### config.mk
export PLATFORM = sky130hd
export DESIGN_NAME = mem_wait_ctrl
export DESIGN_NICKNAME = d
export VERILOG_FILES = /design/src/rtl/mem_wait_ctrl.sv
export SDC_FILE = /design/constraint.sdc
export NUM_CORES = 1
export LEC_CHECK = 0
export BUFFER_PORTS_ARGS = -buffer_cell sky130_fd_sc_hd__buf_2
export CORE_MARGIN = 1
export CORE_UTILIZATION = 50
export CTS_CLUSTER_DIAMETER = 200
export DETAILED_ROUTE_END_ITERATION = 8
export MAX_ROUTING_LAYER = met4
export PLACE_DENSITY = 0.95
export SYNTH_ARGS = -nofsm -noshare
export SYNTH_HDL_FRONTEND = slang
export SYNTH_SLANG_ARGS = --single-unit
### constraint.sdc
create_clock -name clk -period 3.05 [get_ports clk]
set_input_delay 0.4575 -clock clk [delete_from_list [all_inputs] [get_ports clk]]
set_output_delay 0.4575 -clock clk [all_outputs]
set_load 0.005 [all_outputs]
### src/rtl/mem_wait_ctrl.sv
// Core-to-memory access controller: one latched request, WAIT_CYCLES wait states, one-cycle ready pulse; read/write ready at request+WAIT_CYCLES+2.
// Requests are only taken in IDLE; define MEM_CTRL_WBUF_EN for a one-entry posted write buffer (writes ready next cycle, non-hit requests stall until drain).
module mem_wait_ctrl #(
  parameter int DATA_WIDTH  = 16,
  parameter int WAIT_CYCLES = 2
) (
  input  logic                  clk,
  input  logic                  rst_n,
  input  logic [DATA_WIDTH-1:0] i_core_addr,
  input  logic [DATA_WIDTH-1:0] i_core_wdata,
  input  logic                  i_core_r_en,
  input  logic                  i_core_w_en,
  output logic [DATA_WIDTH-1:0] o_core_rdata,
  output logic                  o_core_ready,
  output logic                  o_conflict,
  output logic [DATA_WIDTH-1:0] o_mem_addr,
  output logic [DATA_WIDTH-1:0] o_mem_wdata,
  output logic                  o_mem_w_en,
  input  logic [DATA_WIDTH-1:0] i_mem_rdata
);

  localparam logic [3:0] WAIT_INIT = 4'(WAIT_CYCLES);

  typedef enum logic [1:0] {
    S_IDLE,
    S_WAIT,
    S_DONE
  } state_t;

  state_t                state_q, state_d;
  logic [3:0]            count_q, count_d;
  logic                  op_wr_q, op_wr_d;
  logic [DATA_WIDTH-1:0] addr_q, addr_d;
  logic [DATA_WIDTH-1:0] wdata_q, wdata_d;
  logic [DATA_WIDTH-1:0] rdata_q, rdata_d;
  logic                  conflict_q, conflict_d;
  logic                  ready;
  logic                  mem_w_en;
  logic                  req;

`ifdef MEM_CTRL_WBUF_EN
  // The posted write lives in addr_q/wdata_q; nothing else may touch them while it is pending.
  logic                  wb_vld_q, wb_vld_d;
`endif

  assign req = i_core_r_en | i_core_w_en;

  always_comb begin
    state_d    = state_q;
    count_d    = count_q;
    op_wr_d    = op_wr_q;
    addr_d     = addr_q;
    wdata_d    = wdata_q;
    rdata_d    = rdata_q;
    conflict_d = conflict_q;
    ready      = 1'b0;
    mem_w_en   = 1'b0;
`ifdef MEM_CTRL_WBUF_EN
    wb_vld_d   = wb_vld_q;
`endif

    case (state_q)
      S_IDLE: begin
`ifdef MEM_CTRL_WBUF_EN
        if (req) begin
          if (!wb_vld_q) begin
            addr_d  = i_core_addr;
            wdata_d = i_core_wdata;
            op_wr_d = i_core_w_en;
            count_d = WAIT_INIT;
            if (i_core_r_en && i_core_w_en) begin
              conflict_d = 1'b1;
            end
            if (i_core_w_en) begin
              wb_vld_d = 1'b1;
              state_d  = S_DONE;
            end else begin
              state_d  = S_WAIT;
            end
          end else if (!i_core_w_en && (i_core_addr == addr_q)) begin
            rdata_d = wdata_q;
            state_d = S_DONE;
          end
        end
`else
        if (req) begin
          addr_d  = i_core_addr;
          wdata_d = i_core_wdata;
          op_wr_d = i_core_w_en;
          count_d = WAIT_INIT;
          if (i_core_r_en && i_core_w_en) begin
            conflict_d = 1'b1;
          end
          state_d = S_WAIT;
        end
`endif
      end
      S_WAIT: begin
        if (count_q != 4'd0) begin
          count_d = count_q - 4'd1;
        end else begin
          if (op_wr_q) begin
            mem_w_en = 1'b1;
          end else begin
            rdata_d = i_mem_rdata;
          end
          state_d = S_DONE;
        end
      end
      S_DONE: begin
        ready   = 1'b1;
        state_d = S_IDLE;
      end
      default: begin
        state_d = S_IDLE;
      end
    endcase

`ifdef MEM_CTRL_WBUF_EN
    // Background drain; the FSM never enters WAIT while the buffer is full, so count is free.
    if (wb_vld_q) begin
      if (count_q != 4'd0) begin
        count_d = count_q - 4'd1;
      end else begin
        mem_w_en = 1'b1;
        wb_vld_d = 1'b0;
      end
    end
`endif
  end

  always_ff @(posedge clk or negedge rst_n) begin
    if (!rst_n) begin
      state_q    <= S_IDLE;
      count_q    <= 4'd0;
      op_wr_q    <= 1'b0;
      addr_q     <= '0;
      wdata_q    <= '0;
      rdata_q    <= '0;
      conflict_q <= 1'b0;
    end else begin
      state_q    <= state_d;
      count_q    <= count_d;
      op_wr_q    <= op_wr_d;
      addr_q     <= addr_d;
      wdata_q    <= wdata_d;
      rdata_q    <= rdata_d;
      conflict_q <= conflict_d;
    end
  end

`ifdef MEM_CTRL_WBUF_EN
  always_ff @(posedge clk or negedge rst_n) begin
    if (!rst_n) begin
      wb_vld_q <= 1'b0;
    end else begin
      wb_vld_q <= wb_vld_d;
    end
  end
`endif

  assign o_core_rdata = rdata_q;
  assign o_core_ready = ready;
  assign o_conflict   = conflict_q;
  assign o_mem_addr   = addr_q;
  assign o_mem_wdata  = wdata_q;
  assign o_mem_w_en   = mem_w_en;

endmodule

# Word level (Yosys, flattened, before mapping)
# Cells that the tools add are included.
# totals
register_bits	56
inputBits	52
output_inout_bits	51
# op_classes
n_addsub	1
n_eq_ne	5
muxes	10
n_bitwise	3
reduce_logical	9
# op_table
cell	count
AND reduction 3 bit	3
2-to-1 mux 4 bit	2
case mux 4 bit (2 select lines)	1
inequality test 2 bit (second input constant)	3
2-to-1 mux 1 bit	4
2-to-1 mux 2 bit	2
case mux 2 bit (2 select lines)	1
AND reduction 2 bit	2
nonzero test 4 bit	1
subtractor 4 x 1 -> 4 bit (second input constant)	1
equality test 2 x 1 -> 1 bit (second input constant)	1
equality test 2 bit (second input constant)	1
logical NOT 2 bit	1
NOT 1 bit	2
nonzero test 2 bit	1
logical AND 1 bit	1
bitwise OR 1 bit	1

# Depth between registers and ports, before layout
# Gate-level depths: netlist (run 1).
# depth
word_depth	3
mapped_depth	7
ltp_nobuf	5

# Worst setup path before layout (run 1)
# OpenSTA, ideal clock, no wires.
# synth_timing
path_type	flip-flop to flip-flop
start	register count_q[0]
end	register rdata_q[10] (netlist: o_core_rdata[10])
setup_ps	125
t_arrival_ps	1845
required_time_ps	2925
slack_ps	1080
path_stages_with_launch	8
synth_period_minus_slack_ps	1970
cell_sequence	dfrtp_1 > inv_1 > ha_1 > or3b_1 > or3_1 > buf_6 > buf_12 > mux2_4
# synth_via
elab_chain_len	3
# synth_lines
item	line	text
start: declaration	31	logic [3:0] count_q, count_d;
start signal: assignment	143	count_q <= count_d;
nonzero test 4 bit	99	if (count_q != 4'd0) begin
NOT 1 bit (no source line)	-	
AND reduction 3 bit (no source line)	-	
end signal: assignment	147	rdata_q <= rdata_d;
end: declaration	35	logic [DATA_WIDTH-1:0] rdata_q, rdata_d;
# Every way passes these cells.
# A chain may end at the register's enable or synchronous reset.

# Worst setup path after layout (run 1)
# layout_timing
start	register count_q[0]
end	register rdata_q[7] (netlist: o_core_rdata[7])
# The elaborated chain is that of the path after synthesis.

==> results.toml, run 1 <==
[outcome]
status = "complete, no violations"

[floorplan]
die_x_um = 69.0
core.rowCount = 24
pin_count = 103
die_area_um2 = 4770
chipHeight_um = 69.0
initial_core_util_pct = 52.0
core_um2 = 4320

[timing]
setup_viol = 0
hold_viol = 0
fin_setup_tns_ns = 0
final.min_clock_period_ns = 2.29
fin_crit_sh_pct = 75.0
maxSlewViolCount = 0
relSlewSlack_pct = 44.6
worst_pin_slew_ns = 0.831
timing.final.ws_setup_ns = 0.762
fin_skew_ns = 0.0100
rsz0062_at_grt = "false"
fmax_mhz = 437

[logic_synthesis]
ys_seq_area_share_pct = 62.4
syn_area_um2 = 2250
syn_inst = 145
synth_area_leaders = "dfrtp_1, mux2_2, mux2_4"
synth_largest_area_cell = "dfrtp_1"
yosys_warnings = 0
synth.distinct_cells = 30
synth_top_area_share_pct = 62.4
syn-num-nets = 199
synth_seq_cells = 56
syn_area_per_cell_um2 = 15.5

[worst_hold_path]
hp-class = "in2async"

[clock_tree]
cts_root_buf = "clkbuf_8"
hold_buffers = 0
clk_pin_slew_worst_paths_ns = 0.09
clkLatencyLatePin_ns = 0.30
numCtsBuffers = 5
cts_resized = 0
cts_sinks = 56
postCtsSetupRepairBufs = 0
htree_levels = 2
clockBufferDepth = 2
cts_tree = "built"

[layout]
final_util_pct = 66.6
fillCellCount = 335
instances_no_fill = 303
drive_above_1_share_pct = 64.9
finalNetCount = 304
syn2layout_area_growth_pct = 28.2
antenna_cells = 0

[setup_path]
timing.rr.start = "count_q[0]"
critPathLaunchType = "register"
reg2reg_to = "o_core_rdata[7]"
cp.required_ns = 3.24
regToRegSetupSlack_ns = 0.76
worstPathArrival_ns = 2.47
critical_path_class = "reg2reg"
crit_path_max_fanout = 16
reg2reg_depth = 5
end_kind = "register"

[routing]
drtPass1Iterations = 5
route.detailed.vias_per_inst = 5.05
drc = 0
ant_nets = 0
via_count = 1529
routed_wl_um = 4300
drt_iter0_drc = 67
wl_per_cell_um = 14.2

[global_route]
antenna_found_initial = 0
met1_usage_pct = 22.5
grt-ovfl-total = 0
use_met3_pct = 5.99
grt_max_degree = 57
grt_pass1_vias = 1618
grt_busiest_layer = "met2"
grt_pass1_wl_um = 7020
grtUsageMet2_pct = 31.8
grtUsageTotal_pct = 19.1

[placement]
gp_congestion = 0.757
dp_hpwl_um = 3180
port_buffers = 102
place_inst = 295
dp_slack_ns = 0.754

[pwr]
total_power_mw = 2.89
irDropWorstVdd_mv = 0.535
power.leakage_nw = 1.45
powerDensity_nw_per_um2 = 1000

[run]
drv_cap = 0
placed cells by master (no fill, tap or decap), types with 3 or more instances in the layout:
cell type / instances
mux2_4: 10
mux2_2: 38
dfrtp_1: 56
clkbuf_8: 6
buf_2: 102
o21ai_0: 3
nor2_1: 4
inv_1: 3
layer usage:
metal / wire, µm / part of all wire, %
met5: 0 / 0
met3: 387 / 9.0
met4: 51 / 1.2
met2: 2020 / 47
met1: 1840 / 43
worst max-delay path, stage by stage, from the launching register on:
cell and delay, ns:
dfrtp_1 0.39, inv_1 0.10, ha_1 0.20, or3b_1 0.38, or3_1 0.67, mux2_4 0.43
sequential cells by signal, summed over array words and instances (netlist names):
signal and flops:
op_wr_q 1, o_core_rdata 16, o_mem_wdata 16, count_q 4
o_conflict 1, state_q 2, o_mem_addr 16
worst max path at each step:
| stage | start | to | slack, ns | depth (start not counted) |
|---|---|---|---|---|
| floorplan | count_q[0] | o_core_rdata[10] | 1.08 | 7 |
| global placement | count_q[0] | o_core_rdata[9] | 0.87 | 5 |
| detailed placement | count_q[0] | o_core_rdata[7] | 0.75 | 5 |
| CTS | count_q[0] | o_core_rdata[7] | 0.73 | 5 |
| global route | count_q[0] | o_core_rdata[7] | 0.66 | 5 |
| finish | count_q[0] | o_core_rdata[7] | 0.76 | 5 |
power breakdown:
part	leakage, nW	internal, mW	switching, mW	total (mW)
combinational	0.748	0.716	0.475	1.19
clock	0.0455	0.186	0.209	0.394
sequential	0.656	1.12	0.194	1.31
total	1.45	2.02	0.877	2.89
cell families after synthesis:
kind of cell             share of synthesized area (%)
AND/OR/NAND/NOR                                   5.40
AO/OA/AOI/OAI                                     2.67
multiplexers                                      25.7
adder cells (fa/ha/maj)                           1.11
buffers and inverters                             2.73
flip-flops                                        62.4
cell usage after synthesis, drive strengths merged:
library cell	n
nor3b	1
o22ai	1
a22o	1
nor2b	2
clkbuf	1
nand2	1
or3b	1
or4	2
a21oi	1
nand3	2
mux2	48
or2	1
o221ai	1
o21ai	3
nor3	1
buf	5
a31o	1
dfrtp	56
a21boi	1
nor2	5
and2	1
or3	3
nand2b	1
inv	3
ha	2
through the flow:
step | cell area, µm² | hold slack [ns]
after floorplan | 2250 | 0.162
after CTS | 2880 | 0.300
after global placement | 2790 | 0.483
after global routing | 2880 | 0.347
final | 2880 | 0.289
after detailed placement | 2790 | 0.481
area by class of cell:
class | count | area [µm²] | share of cell area (%)
well taps | 52 | 65.1 | 2.26
flip-flops and latches | 56 | 1400 | 48.7
repair buffers | 104 | 526 | 18.2
clock buffers | 8 | 90.1 | 3.13
multi-input cells | 80 | 787 | 27.3
inverters | 3 | 11.3 | 0.391
Note: power is estimated with default switching activity, not from simulation.
==> inputs of run 2 (changes only) <==
--- a/config.mk
+++ b/config.mk
@@ -7,11 +7,11 @@
 export LEC_CHECK = 0
 export BUFFER_PORTS_ARGS = -buffer_cell sky130_fd_sc_hd__buf_2
 export CORE_MARGIN = 1
-export CORE_UTILIZATION = 50
+export CORE_UTILIZATION = 42
 export CTS_CLUSTER_DIAMETER = 200
 export DETAILED_ROUTE_END_ITERATION = 8
 export MAX_ROUTING_LAYER = met4
-export PLACE_DENSITY = 0.95
+export PLACE_DENSITY = 0.88
 export SYNTH_ARGS = -nofsm -noshare
 export SYNTH_HDL_FRONTEND = slang
 export SYNTH_SLANG_ARGS = --single-unit
==> constraint.sdc (replaced) <==
create_clock -name clk -period 1.9 [get_ports clk]
set_input_delay 0.285 -clock clk [delete_from_list [all_inputs] [get_ports clk]]
set_output_delay 0.285 -clock clk [all_outputs]
set_load 0.005 [all_outputs]
==> results.toml, run 2 (same netlist as run 1, synthesis figures left out) <==
[timing]
fmax_mhz = 511
worst_pin_slew_ns = 0.584
final.min_clock_period_ns = 1.96
fin_crit_sh_pct = 103
timing.final.ws_setup_ns = -0.0557
fin_skew_ns = 0.00471
timing.hold.ws_ns = 0.211
relSlewSlack_pct = 61.1
rsz0062_at_grt = "true"
hold_viol = 0
maxSlewViolCount = 0
setup_viol = 17

[pwr]
powerDensity_nw_per_um2 = 1640
total_power_mw = 5.06
irDropWorstVdd_mv = 0.685
power.leakage_nw = 1.54

[layout]
layout_common_cells = "buf_2, dfrtp_1, mux2_2"
design_area_um2 = 3090
drive_above_1_share_pct = 69.2
syn2layout_area_growth_pct = 37.5
final_common_cell = "buf_2"
final_util_pct = 60.1
finalNetCount = 316
antenna_cells = 0

[placement]
dp_slack_ns = -0.0270
placed_area_um2 = 2890
gp_congestion = 0.725
port_buffers = 102
dp_hpwl_um = 3320

[clock_tree]
clk_pin_slew_worst_paths_ns = 0.09
cts_root_buf = "clkbuf_8"
htree_levels = 2
cts_sinks = 56
cts_tree = "built"
numCtsBuffers = 5
clkLatencyLatePin_ns = 0.29
clockBufferDepth = 2

[routing]
via_count = 1601
ant_nets = 0
route.detailed.vias_per_inst = 4.81
drt_iter0_drc = 51
drc = 0
routed_wl_um = 4470
wl_per_cell_um = 13.4
drtPass1Iterations = 2

[floorplan]
chipHeight_um = 75.1
die_x_um = 75.1
core.rowCount = 26
die_area_um2 = 5650
pin_count = 103
initial_core_util_pct = 43.7
core_um2 = 5140

[global_route]
grt_max_degree = 33
antenna_found_initial = 0
grtUsageTotal_pct = 16.5
grt_pass1_vias = 1511
grt-ovfl-total = 0
grt_pass1_wl_um = 6670

[setup_path]
critical_path_class = "reg2reg"
cp.required_ns = 2.09
worstPathArrival_ns = 2.14
end_kind = "register"
crit_path_max_fanout = 16
max_stage_delay_ns = 0.41
worstPathCellList = "inv_2 > ha_4 > or3b_4 > or3_4 > buf_12 > mux2_4"
critPathLaunchType = "register"
regToRegSetupSlack_ns = -0.06
cp_slowest_cell = "dfrtp_1"

[outcome]
violations = "setup timing"
status = "finished with violations"

[worst_hold_path]
hp-class = "in2reg"

[run]
drv_cap = 0
[run 2: cell count changes in the layout (fill, tap and decap cells not counted), sizes merged]
cell and delta:
clkbuf -1, buf +11, dlygate4sd3 +1, bufinv +1
[run 2: critical path: cells and delay by family, from the launching register on]
kind	cells	cell delay [ns]
DFF	1	0.41
adders and majority gates	1	0.13
and+or+nand+nor	2	0.75
buffers and inverters	2	0.26
muxes	1	0.30
[run 2: worst paths after layout]
kind,cells past startpoint,start,endpoint
setup reg to reg,6,count_q[0],o_core_rdata[14]
hold / removal,2,i_mem_rdata[6],o_core_rdata[6]
setup / recovery,6,count_q[0],o_core_rdata[14]
hold reg to reg,1,o_conflict,o_conflict
max in group asynchronous,3,rst_n,o_mem_addr[2]
min in group asynchronous,2,rst_n,o_core_rdata[0]
[run 2: through the flow]
stage	setup TNS (ns)	std cells
6_report	-0.599	333
5_1_grt	-1.26	333
4_1_cts	-0.0165	331
3_5_place_dp	-0.186	318
3_3_place_gp	0	318
2_1_floorplan	-0.367	145
[run 2: layer usage]
metal / vias up / GRT usage [%] / part of all wire [%]
met5: - / - / 0
li1: 744 / - / -
met1: 779 / 18.5 / 41
met4: 0 / 4.94 / 0.51
met2: 76 / 28.2 / 51
met3: 2 / 5.09 / 7.6
[run 2: final cells by class]
type / count / area [µm²]
fillers: 429 / 2050
flip-flops and latches: 56 / 1400
multi-input cells: 80 / 820
repair buffers: 116 / 643
clock buffers: 7 / 96.3
well taps: 70 / 87.6
clock inverters: 1 / 30.0
inverters: 3 / 11.3
[run 2: power breakdown]
| group | total [mW] | switching, mW | internal (mW) |
|---|---|---|---|
| clock network | 0.813 | 0.348 | 0.465 |
| registers | 2.11 | 0.315 | 1.79 |
| logic | 2.14 | 0.828 | 1.31 |
[run 2: what timing repair did]
action | in CTS | in global routing
cloned | 0 | 0
buffers inserted | 4 | 2
resized for setup | 1 | 3
setup endpoints to repair | 15 | 17
pin swaps | 3 | 1
hold endpoints to repair | 24 | 0
hold buffers | 1 | 0
